--- src/rtl/led_matrix_scan.sv ---
// HUB75 1/16-scan driver for a 32x32 panel.
// Generates the row/col pixel address for the upstream colour pipeline, and
// samples the six returned colour bits after PIPE_LAT cycles. It shifts each
// row pair into the panel, then latches it and shows it for ON_CYCLES.
// Ports:
//   clk, reset              - clock, asynchronous active-high reset
//   {red,green,blue}_{up,down} - colour bits for rows row / row+16
//   row, col                - pixel address requested from upstream
//   r1,g1,b1,r2,g2,b2       - panel data lines
//   addr, pclk, lat, oe_n   - panel row address, shift clock, latch, enable
//   frame_done              - one-cycle pulse in the latch cycle of row 15
module led_matrix_scan #(
  parameter int unsigned PIPE_LAT  = 2,
  parameter int unsigned ON_CYCLES = 512
) (
  input  logic       clk,
  input  logic       reset,
  input  logic       red_up,
  input  logic       green_up,
  input  logic       blue_up,
  input  logic       red_down,
  input  logic       green_down,
  input  logic       blue_down,
  output logic [3:0] row,
  output logic [4:0] col,
  output logic       r1,
  output logic       g1,
  output logic       b1,
  output logic       r2,
  output logic       g2,
  output logic       b2,
  output logic [3:0] addr,
  output logic       pclk,
  output logic       lat,
  output logic       oe_n,
  output logic       frame_done
);

  localparam int unsigned SUB_W  = 3;
  localparam int unsigned DISP_W = 16;
  localparam logic [SUB_W-1:0]  SUB_LAST  = SUB_W'(PIPE_LAT);
  localparam logic [DISP_W-1:0] DISP_LAST = DISP_W'(ON_CYCLES - 1);
  localparam logic [4:0]        COL_LAST  = 5'd31;
  localparam logic [3:0]        ROW_LAST  = 4'd15;

  typedef enum logic [2:0] {
    SETUP   = 3'd0,
    DATA    = 3'd1,
    CLKH    = 3'd2,
    BLANK   = 3'd3,
    LATCH   = 3'd4,
    DISPLAY = 3'd5
  } state_e;

  state_e            state_q, state_d;
  logic [SUB_W-1:0]  sub_q, sub_d;
  logic [DISP_W-1:0] disp_q, disp_d;
  logic              run_q, run_d;
  logic [3:0]        row_q, row_d;
  logic [4:0]        col_q, col_d;
  logic [3:0]        addr_q, addr_d;
  logic [5:0]        rgb_q, rgb_d;
  logic              pclk_q, pclk_d;
  logic              lat_q, lat_d;
  logic              oe_n_q, oe_n_d;
  logic              frame_done_q, frame_done_d;

  // Next-state and next-output logic; strobes default to their idle level so
  // each output register mirrors the state being entered.
  always_comb begin
    state_d      = state_q;
    sub_d        = sub_q;
    disp_d       = disp_q;
    run_d        = run_q;
    row_d        = row_q;
    col_d        = col_q;
    addr_d       = addr_q;
    rgb_d        = rgb_q;
    pclk_d       = 1'b0;
    lat_d        = 1'b0;
    oe_n_d       = 1'b1;
    frame_done_d = 1'b0;

    unique case (state_q)
      SETUP: begin
        // The first edge after reset release only starts the scan, so that
        // edge counts as the first SETUP cycle rather than the reset interval.
        if (!run_q) begin
          run_d = 1'b1;
        end else if (sub_q == SUB_LAST) begin
          sub_d   = '0;
          state_d = DATA;
          rgb_d   = {red_up, green_up, blue_up, red_down, green_down, blue_down};
        end else begin
          sub_d = sub_q + SUB_W'(1);
        end
      end
      DATA: begin
        state_d = CLKH;
        pclk_d  = 1'b1;
      end
      CLKH: begin
        if (col_q == COL_LAST) begin
          state_d = BLANK;
        end else begin
          col_d   = col_q + 5'd1;
          state_d = SETUP;
        end
      end
      BLANK: begin
        state_d      = LATCH;
        addr_d       = row_q;
        lat_d        = 1'b1;
        frame_done_d = (row_q == ROW_LAST);
      end
      LATCH: begin
        state_d = DISPLAY;
        disp_d  = '0;
        oe_n_d  = 1'b0;
      end
      DISPLAY: begin
        if (disp_q == DISP_LAST) begin
          state_d = SETUP;
          row_d   = row_q + 4'd1;
          col_d   = '0;
        end else begin
          disp_d = disp_q + DISP_W'(1);
          oe_n_d = 1'b0;
        end
      end
      default: begin
        state_d = SETUP;
        sub_d   = '0;
      end
    endcase
  end

  // State and output registers.
  always_ff @(posedge clk or posedge reset) begin
    if (reset) begin
      state_q      <= SETUP;
      sub_q        <= '0;
      disp_q       <= '0;
      run_q        <= 1'b0;
      row_q        <= '0;
      col_q        <= '0;
      addr_q       <= '0;
      rgb_q        <= '0;
      pclk_q       <= 1'b0;
      lat_q        <= 1'b0;
      oe_n_q       <= 1'b1;
      frame_done_q <= 1'b0;
    end else begin
      state_q      <= state_d;
      sub_q        <= sub_d;
      disp_q       <= disp_d;
      run_q        <= run_d;
      row_q        <= row_d;
      col_q        <= col_d;
      addr_q       <= addr_d;
      rgb_q        <= rgb_d;
      pclk_q       <= pclk_d;
      lat_q        <= lat_d;
      oe_n_q       <= oe_n_d;
      frame_done_q <= frame_done_d;
    end
  end

  assign row        = row_q;
  assign col        = col_q;
  assign {r1, g1, b1, r2, g2, b2} = rgb_q;
  assign addr       = addr_q;
  assign pclk       = pclk_q;
  assign lat        = lat_q;
  assign oe_n       = oe_n_q;
  assign frame_done = frame_done_q;

endmodule

--- config.mk ---
export PLATFORM = sky130hd
export DESIGN_NAME = led_matrix_scan
export DESIGN_NICKNAME = d
export VERILOG_FILES = /design/src/rtl/led_matrix_scan.sv
export SDC_FILE = /design/constraint.sdc
export NUM_CORES = 1
export LEC_CHECK = 0
export CAP_MARGIN = 0
export CORE_MARGIN = 1
export CORE_UTILIZATION = 40
export CTS_CLUSTER_DIAMETER = 120
export DETAILED_ROUTE_END_ITERATION = 10
export GPL_TIMING_DRIVEN = 1
export PLACE_DENSITY_LB_ADDON = 0.15
export SYNTH_ARGS = -nofsm -noshare
export SYNTH_HDL_FRONTEND = slang
export SYNTH_SLANG_ARGS = --single-unit
--- constraint.sdc ---
create_clock -name clk -period 3.7 [get_ports clk]
set_clock_uncertainty 0.15 [all_clocks]
set_input_delay 0.74 -clock clk [delete_from_list [all_inputs] [get_ports clk]]
set_output_delay 0.74 -clock clk [all_outputs]
set_load 0.01 [all_outputs]
==> results of run 1 <==
## worst min path at each step
stage | endpoint | startpoint | slack, ns | cells past startpoint
detailed placement | addr[3]$_DFFE_PP0P_ | addr[3]$_DFFE_PP0P_ | 0.31 | 2
CTS | addr[3]$_DFFE_PP0P_ | addr[3]$_DFFE_PP0P_ | 0.34 | 2
global placement | addr[3]$_DFFE_PP0P_ | addr[3]$_DFFE_PP0P_ | 0.31 | 2
finish | addr[3]$_DFFE_PP0P_ | addr[3]$_DFFE_PP0P_ | 0.33 | 2
global route | addr[3]$_DFFE_PP0P_ | addr[3]$_DFFE_PP0P_ | 0.35 | 2
floorplan | run_q$_DFFE_PP0P_ | run_q$_DFFE_PP0P_ | 0.30 | 1
## report_power, final
| part | leakage [nW] | internal (W) | switching, W |
|---|---|---|---|
| Combinational | 0.506 | 0.0000143 | 0.0000139 |
| Sequential | 0.606 | 0.000506 | 0.00000141 |
| Clock | 0.0714 | 0.000288 | 0.000170 |
| Total | 1.18 | 0.000808 | 0.000185 |
## critical path: cells and delay by family (launching register included)
family / cells / cell delay, ns
AO/OA/AOI/OAI: 2 / 0.40
flip-flops: 1 / 0.46
AND/OR/NAND/NOR: 2 / 0.91
adder cells (fa/ha/maj): 1 / 0.26
## routing by layer
metal,vias up,global-route usage [%],routed length (um)
met4,0,5.094,43
met1,834,22.15,2188
met3,4,3.647,204
met5,-,0,0
met2,32,25.58,2069
li1,851,-,-
## logic make-up after synthesis
group | Yosys count
buffers and inverters | 15
and+or+nand+nor | 89
xor gates and xnor gates | 5
DFF | 46
muxes | 16
AOI/OAI and AO/OA | 39
adders and majority gates | 4
## sequential cells by signal (all words and copies together) (netlist names)
name	flops
addr	4
col	5
disp_q	16
frame_done	1
lat	1
oe_n	1
pclk	1
rgb_q	6
row	4
run_q	1
state_q	3
sub_q	3
## cells in the final DEF, fill, tap and decap left out, types with 4 or more instances in the layout
cell,count
a21oi_1,10
nor4_1,5
nor2_1,7
mux2_2,10
clkbuf_8,6
a31oi_1,4
inv_1,5
nand2_1,24
clkdlybuf4s50_1,30
o21ai_0,10
ha_1,4
nand4_1,8
nand3_1,11
mux2i_1,6
dfrtp_1,45
nor3_1,6
nor4b_1,5
## final cells by class
type                       instances  area share, %
tap                               72          3.237
clock buffer                       6          2.968
clock inverter                     2          2.158
inverter                           7          1.034
multi-input combinational        153          38.13
timing repair buffer              31          11.06
sequential                        46          41.41
## stage by stage
step,util (%),cells,power (W),worst slack [ns]
after floorplan,-,214,0.0005290,1.589
after global placement,47.94,309,0.0005462,1.462
after detailed placement,47.94,309,0.0005466,1.444
after CTS,50.53,317,0.001007,1.420
after global routing,50.53,317,0.001029,1.286
final,50.53,317,0.0009935,1.424
==> results.toml, run 1 <==
[outcome]
outcome = "finished, final reports clean"

[clock_network]
clock_path_buffers = 2
cts.sinks = 46
numCtsBuffers = 5
post_cts_buffers = 0
path_clk_slew_ns = 0.09
worstSkewPairLatency_ns = 0.30
cts_hold_buf = 0
root_buffer = "clkbuf_8"
cts_resized = 0
htree_num_levels = 2
cts_tree = "built"

[critical_path]
crit_start = "disp_q[0]$_DFFE_PP0P_"
worstPathArrival_ns = 2.32
ff2ff_path_depth = 5
cp_cell_sequence = "ha_1, and4_1, and4_1, a21oi_1, o2bb2a_4"
end_kind = "flop"
start_kind = "flop"
r2r_slack_ns = 1.42
path_class = "reg2reg"
cpPeakStageDelay_ns = 0.58
r2r_end = "disp_q[6]$_DFFE_PP0P_"
slowest_stage = "and4_1"
cp_max_fo = 10
endpoint = "disp_q[6]$_DFFE_PP0P_"
required_ns = 3.75
worst_path_most_repeated_cell = "and4_1"
reg2reg_from = "disp_q[0]$_DFFE_PP0P_"

[yosys]
ys_ff_latch = 46
synth_top_family_by_area = "simple AND/OR/NAND/NOR gates"
synth.area.mux_share_pct = 7.537
async_reset_ff_share_pct = 100.0
syn_area_um2 = 2291
post-synth-top-count-cell = "dfrtp_1"
yosys-top-cells-area = "dfrtp_1 49%, mux2_2 4.9%, nand2_1 3.9%, mux2i_1 2.6%, nand3_1 2.4%"
synth_edf_count = 0
synthCells = 214
yosysWarnings = 0
ys.flop_type = "dfrtp_1"
synth-xor-area-share_pct = 1.912
synth.avg_cell_area_um2 = 10.71
synth_top_area_cell = "dfrtp_1"
synth_fa_ha_area_share_pct = 2.185
yosysUniqueCellTypes = 45
synth.top_cell.area_share_pct = 49.15
synth_common_cells = "45 x dfrtp_1, 24 x nand2_1, 11 x nand3_1"
synth-simple-area-share_pct = 23.27
synth_compound_area_share_pct = 11.41
syn_nets = 226
yosysSeqAreaShare_pct = 50.30

[grt]
grt_pass1_wl_um = 7665
grt-ovfl-total = 0
grt_pass1_vias = 1624
grt_usage_pct = 16.23
grt_max_degree = 47
antenna_found_initial = 0

[power_and_ir_drop]
p_leak_nw = 1.184
max-vdd-ir-drop_uv = 239.6
p_per_area_nw_per_um2 = 357.0

[hold_path]
hold_class = "reg2reg"

[layout]
nFillCells = 504
n_antenna_cell = 0
nNetsFinal = 256
drive_gt1_share_pct = 11.84
seqCellArea_um2 = 1152
multi_input_area_um2 = 1061
stdcell_area_um2 = 2783
area_delta_synth_final_pct = 21.46

[placed_design]
io_buffers = 30
place_area_um2 = 2640
place_congestion = 0.8022
dp_hpwl_um = 3014

[floorplanning]
die_area_um2 = 6034
rows = 27
core_um2 = 5507
die_h_um = 77.68
die_w_um = 77.68
io_pins = 31
start_util_pct = 41.60

[detailed_routing]
dr.first_iter.drc_count = 122
via_count = 1721
post_drt_wl_per_cell_um = 14.21
drc = 0
drt_wl_total_um = 4506
ant_nets = 0
dr.pass1.iters = 4
via_per_inst = 5.429

[timing]
tns_ns = 0
fin_crit_sh_pct = 61.51
fmax_mhz = 439.4
hold_viol = 0
max-slew-margin-rel_pct = 36.91
finalCriticalPeriod_ns = 2.276
rsz0062_at_grt = "false"
worst_slew_pin_slew_ns = 0.9449
slew_viol_final = 0
whs_ns = 0.3293
setup_viol = 0

[job]
maxCapViolations = 0
Note: power is estimated with default switching activity, not from simulation.
==> run 2, diff against run 1 <==
==> constraint.sdc (replaced) <==
create_clock -name clk -period 2.21 [get_ports clk]
set_clock_uncertainty 0.15 [all_clocks]
set_input_delay 0.442 -clock clk [delete_from_list [all_inputs] [get_ports clk]]
set_output_delay 0.442 -clock clk [all_outputs]
set_load 0.01 [all_outputs]
==> results.toml, run 2 (same netlist as run 1, synthesis figures left out) <==
[clock_network]
clock_path_buffers = 2
worstSkewPairLatency_ns = 0.30
htree_num_levels = 2
cts.sinks = 46
path_clk_slew_ns = 0.09
root_buffer = "clkbuf_8"
numCtsBuffers = 5
post_cts_buffers = 0
cts_tree = "built"

[power_and_ir_drop]
p_comb_share_pct = 3.5
p_sw_w = 0.0003096
p_per_area_nw_per_um2 = 526.4
p_leak_nw = 1.253
swShare_pct = 20.34
pwr-share-seq_pct = 55.8
p_int_w = 0.001213
max-vdd-ir-drop_uv = 394.4
pwr-share-clk_pct = 40.8

[placed_design]
io_buffers = 30
dp_cells = 326
dp_hpwl_um = 3458
place_congestion = 0.8313
place_area_um2 = 2780

[critical_path]
worst_path_most_repeated_cell = "ha_1"
end_kind = "flop"
cpPeakStageDelay_ns = 0.52
required_ns = 2.24
worstPathArrival_ns = 2.15
start_kind = "flop"
path_class = "reg2reg"
cp_max_fo = 4
cp_cell_sequence = "ha_1, and3_1, ha_1, or4b_1, buf_4, nand2_1, o21ai_0"
slowest_stage = "or4b_1"

[grt]
grt_use_met3_pct = 3.765
grt_usage_pct = 17.22
grt_pass1_wl_um = 8093
grt_max_degree = 23
grt_busiest_layer = "met2"
met1_usage_pct = 23.44
grt_use_met2_pct = 27.17
grt_pass1_vias = 1671
antenna_found_initial = 0
grt-ovfl-total = 0

[layout]
regMostFlops = "disp_q"
stdcell_area_um2 = 2892
drive_gt1_share_pct = 17.56
largest_reg_flops = 16
nNetsFinal = 273
fin_util_pct = 52.51
area_delta_synth_final_pct = 26.22
final_cells = 334
layout_commonest_cell = "dfrtp_1"
n_antenna_cell = 0
final_cell_mix = "45 x dfrtp_1, 30 x clkdlybuf4s50_1, 24 x nand2_1"

[timing]
slew_viol_final = 0
finalCriticalPeriod_ns = 2.112
hold_viol = 0
fmax_mhz = 473.5
rsz0062_at_grt = "true"
max-slew-margin-rel_pct = 66.23
worst_slew_pin_slew_ns = 0.5020
setup_viol = 0
fin_crit_sh_pct = 95.56

[outcome]
outcome = "finished, final reports clean"

[floorplanning]
rows = 27
die_w_um = 77.68
io_pins = 31
die_h_um = 77.68
die_area_um2 = 6034
start_util_pct = 41.60
core_um2 = 5507

[job]
maxCapViolations = 0

[detailed_routing]
dr.pass1.iters = 4
drc = 0
ant_nets = 0
via_count = 1754
via_per_inst = 5.251
dr.first_iter.drc_count = 91
drt_wl_total_um = 4782
post_drt_wl_per_cell_um = 14.32

[hold_path]
hold_class = "in2async"
## run 2: path summary, 6_finish.rpt
| path | start | end | slack (ns) | cells past startpoint |
|---|---|---|---|---|
| worst max-delay path | col[1]$_DFFE_PP0P_ | col[1]$_DFFE_PP0P_ | 0.1 | 7 |
| worst min-delay path | reset | col[2]$_DFFE_PP0P_ | 0.31 | 2 |
| worst max register to register | col[1]$_DFFE_PP0P_ | col[1]$_DFFE_PP0P_ | 0.1 | 7 |
| worst min register to register | addr[3]$_DFFE_PP0P_ | addr[3]$_DFFE_PP0P_ | 0.33 | 2 |
| max in group asynchronous | reset | disp_q[11]$_DFFE_PP0P_ | 1.14 | 3 |
| min in group clk | addr[3]$_DFFE_PP0P_ | addr[3]$_DFFE_PP0P_ | 0.33 | 2 |
## run 2: layout make-up
cell class	count	area [um^2]
Multi-Input combinational cell	153	1062
Clock buffer	6	72.57
Tap cell	72	90.09
Inverter	7	28.78
Clock inverter	2	37.54
Fill cell	509	2615
Sequential cell	46	1152
Timing Repair Buffer	48	447.9
## run 2: critical path, delay by kind of cell, from the launching register on
family	cells	cell delay, ns
adder cells (fa/ha/maj)	2	0.43
buffers and inverters	1	0.17
AO/OA/AOI/OAI	1	0.07
AND/OR/NAND/NOR	3	0.76
flip-flops	1	0.42
## run 2: power groups by stage
stage               registers, W  clock network, W   logic, W
finish                  0.000849          0.000620  0.0000531
global route            0.000850          0.000671  0.0000596
CTS                     0.000849          0.000649  0.0000556
detailed placement      0.000866                 0  0.0000554
global placement        0.000865                 0  0.0000547
floorplan               0.000869                 0  0.0000171
## run 2: what timing repair did
item                       4_1_cts  5_1_grt
setup endpoints to repair        0       13
hold buffers                     0        0
resized for setup                0        2
hold endpoints to repair         0        0
## run 2: stage by stage
stage               hold slack [ns]     TNS, ns  power (W)  worst slack, ns
finish                       0.3051           0   0.001522          0.09821
global route                 0.3432  -0.0004750   0.001581       -0.0002782
CTS                          0.3067           0   0.001553          0.08914
detailed placement           0.3188           0  0.0009210           0.1102
global placement             0.3120           0  0.0009202           0.1657
floorplan                    0.2959           0  0.0008857          0.09858
## run 2: metal layers
layer | wire length, um | up-vias
li1 | - | 882
met1 | 2321 | 828
met2 | 2220 | 35
met3 | 164 | 9
met4 | 75 | 0
met5 | 0 | -
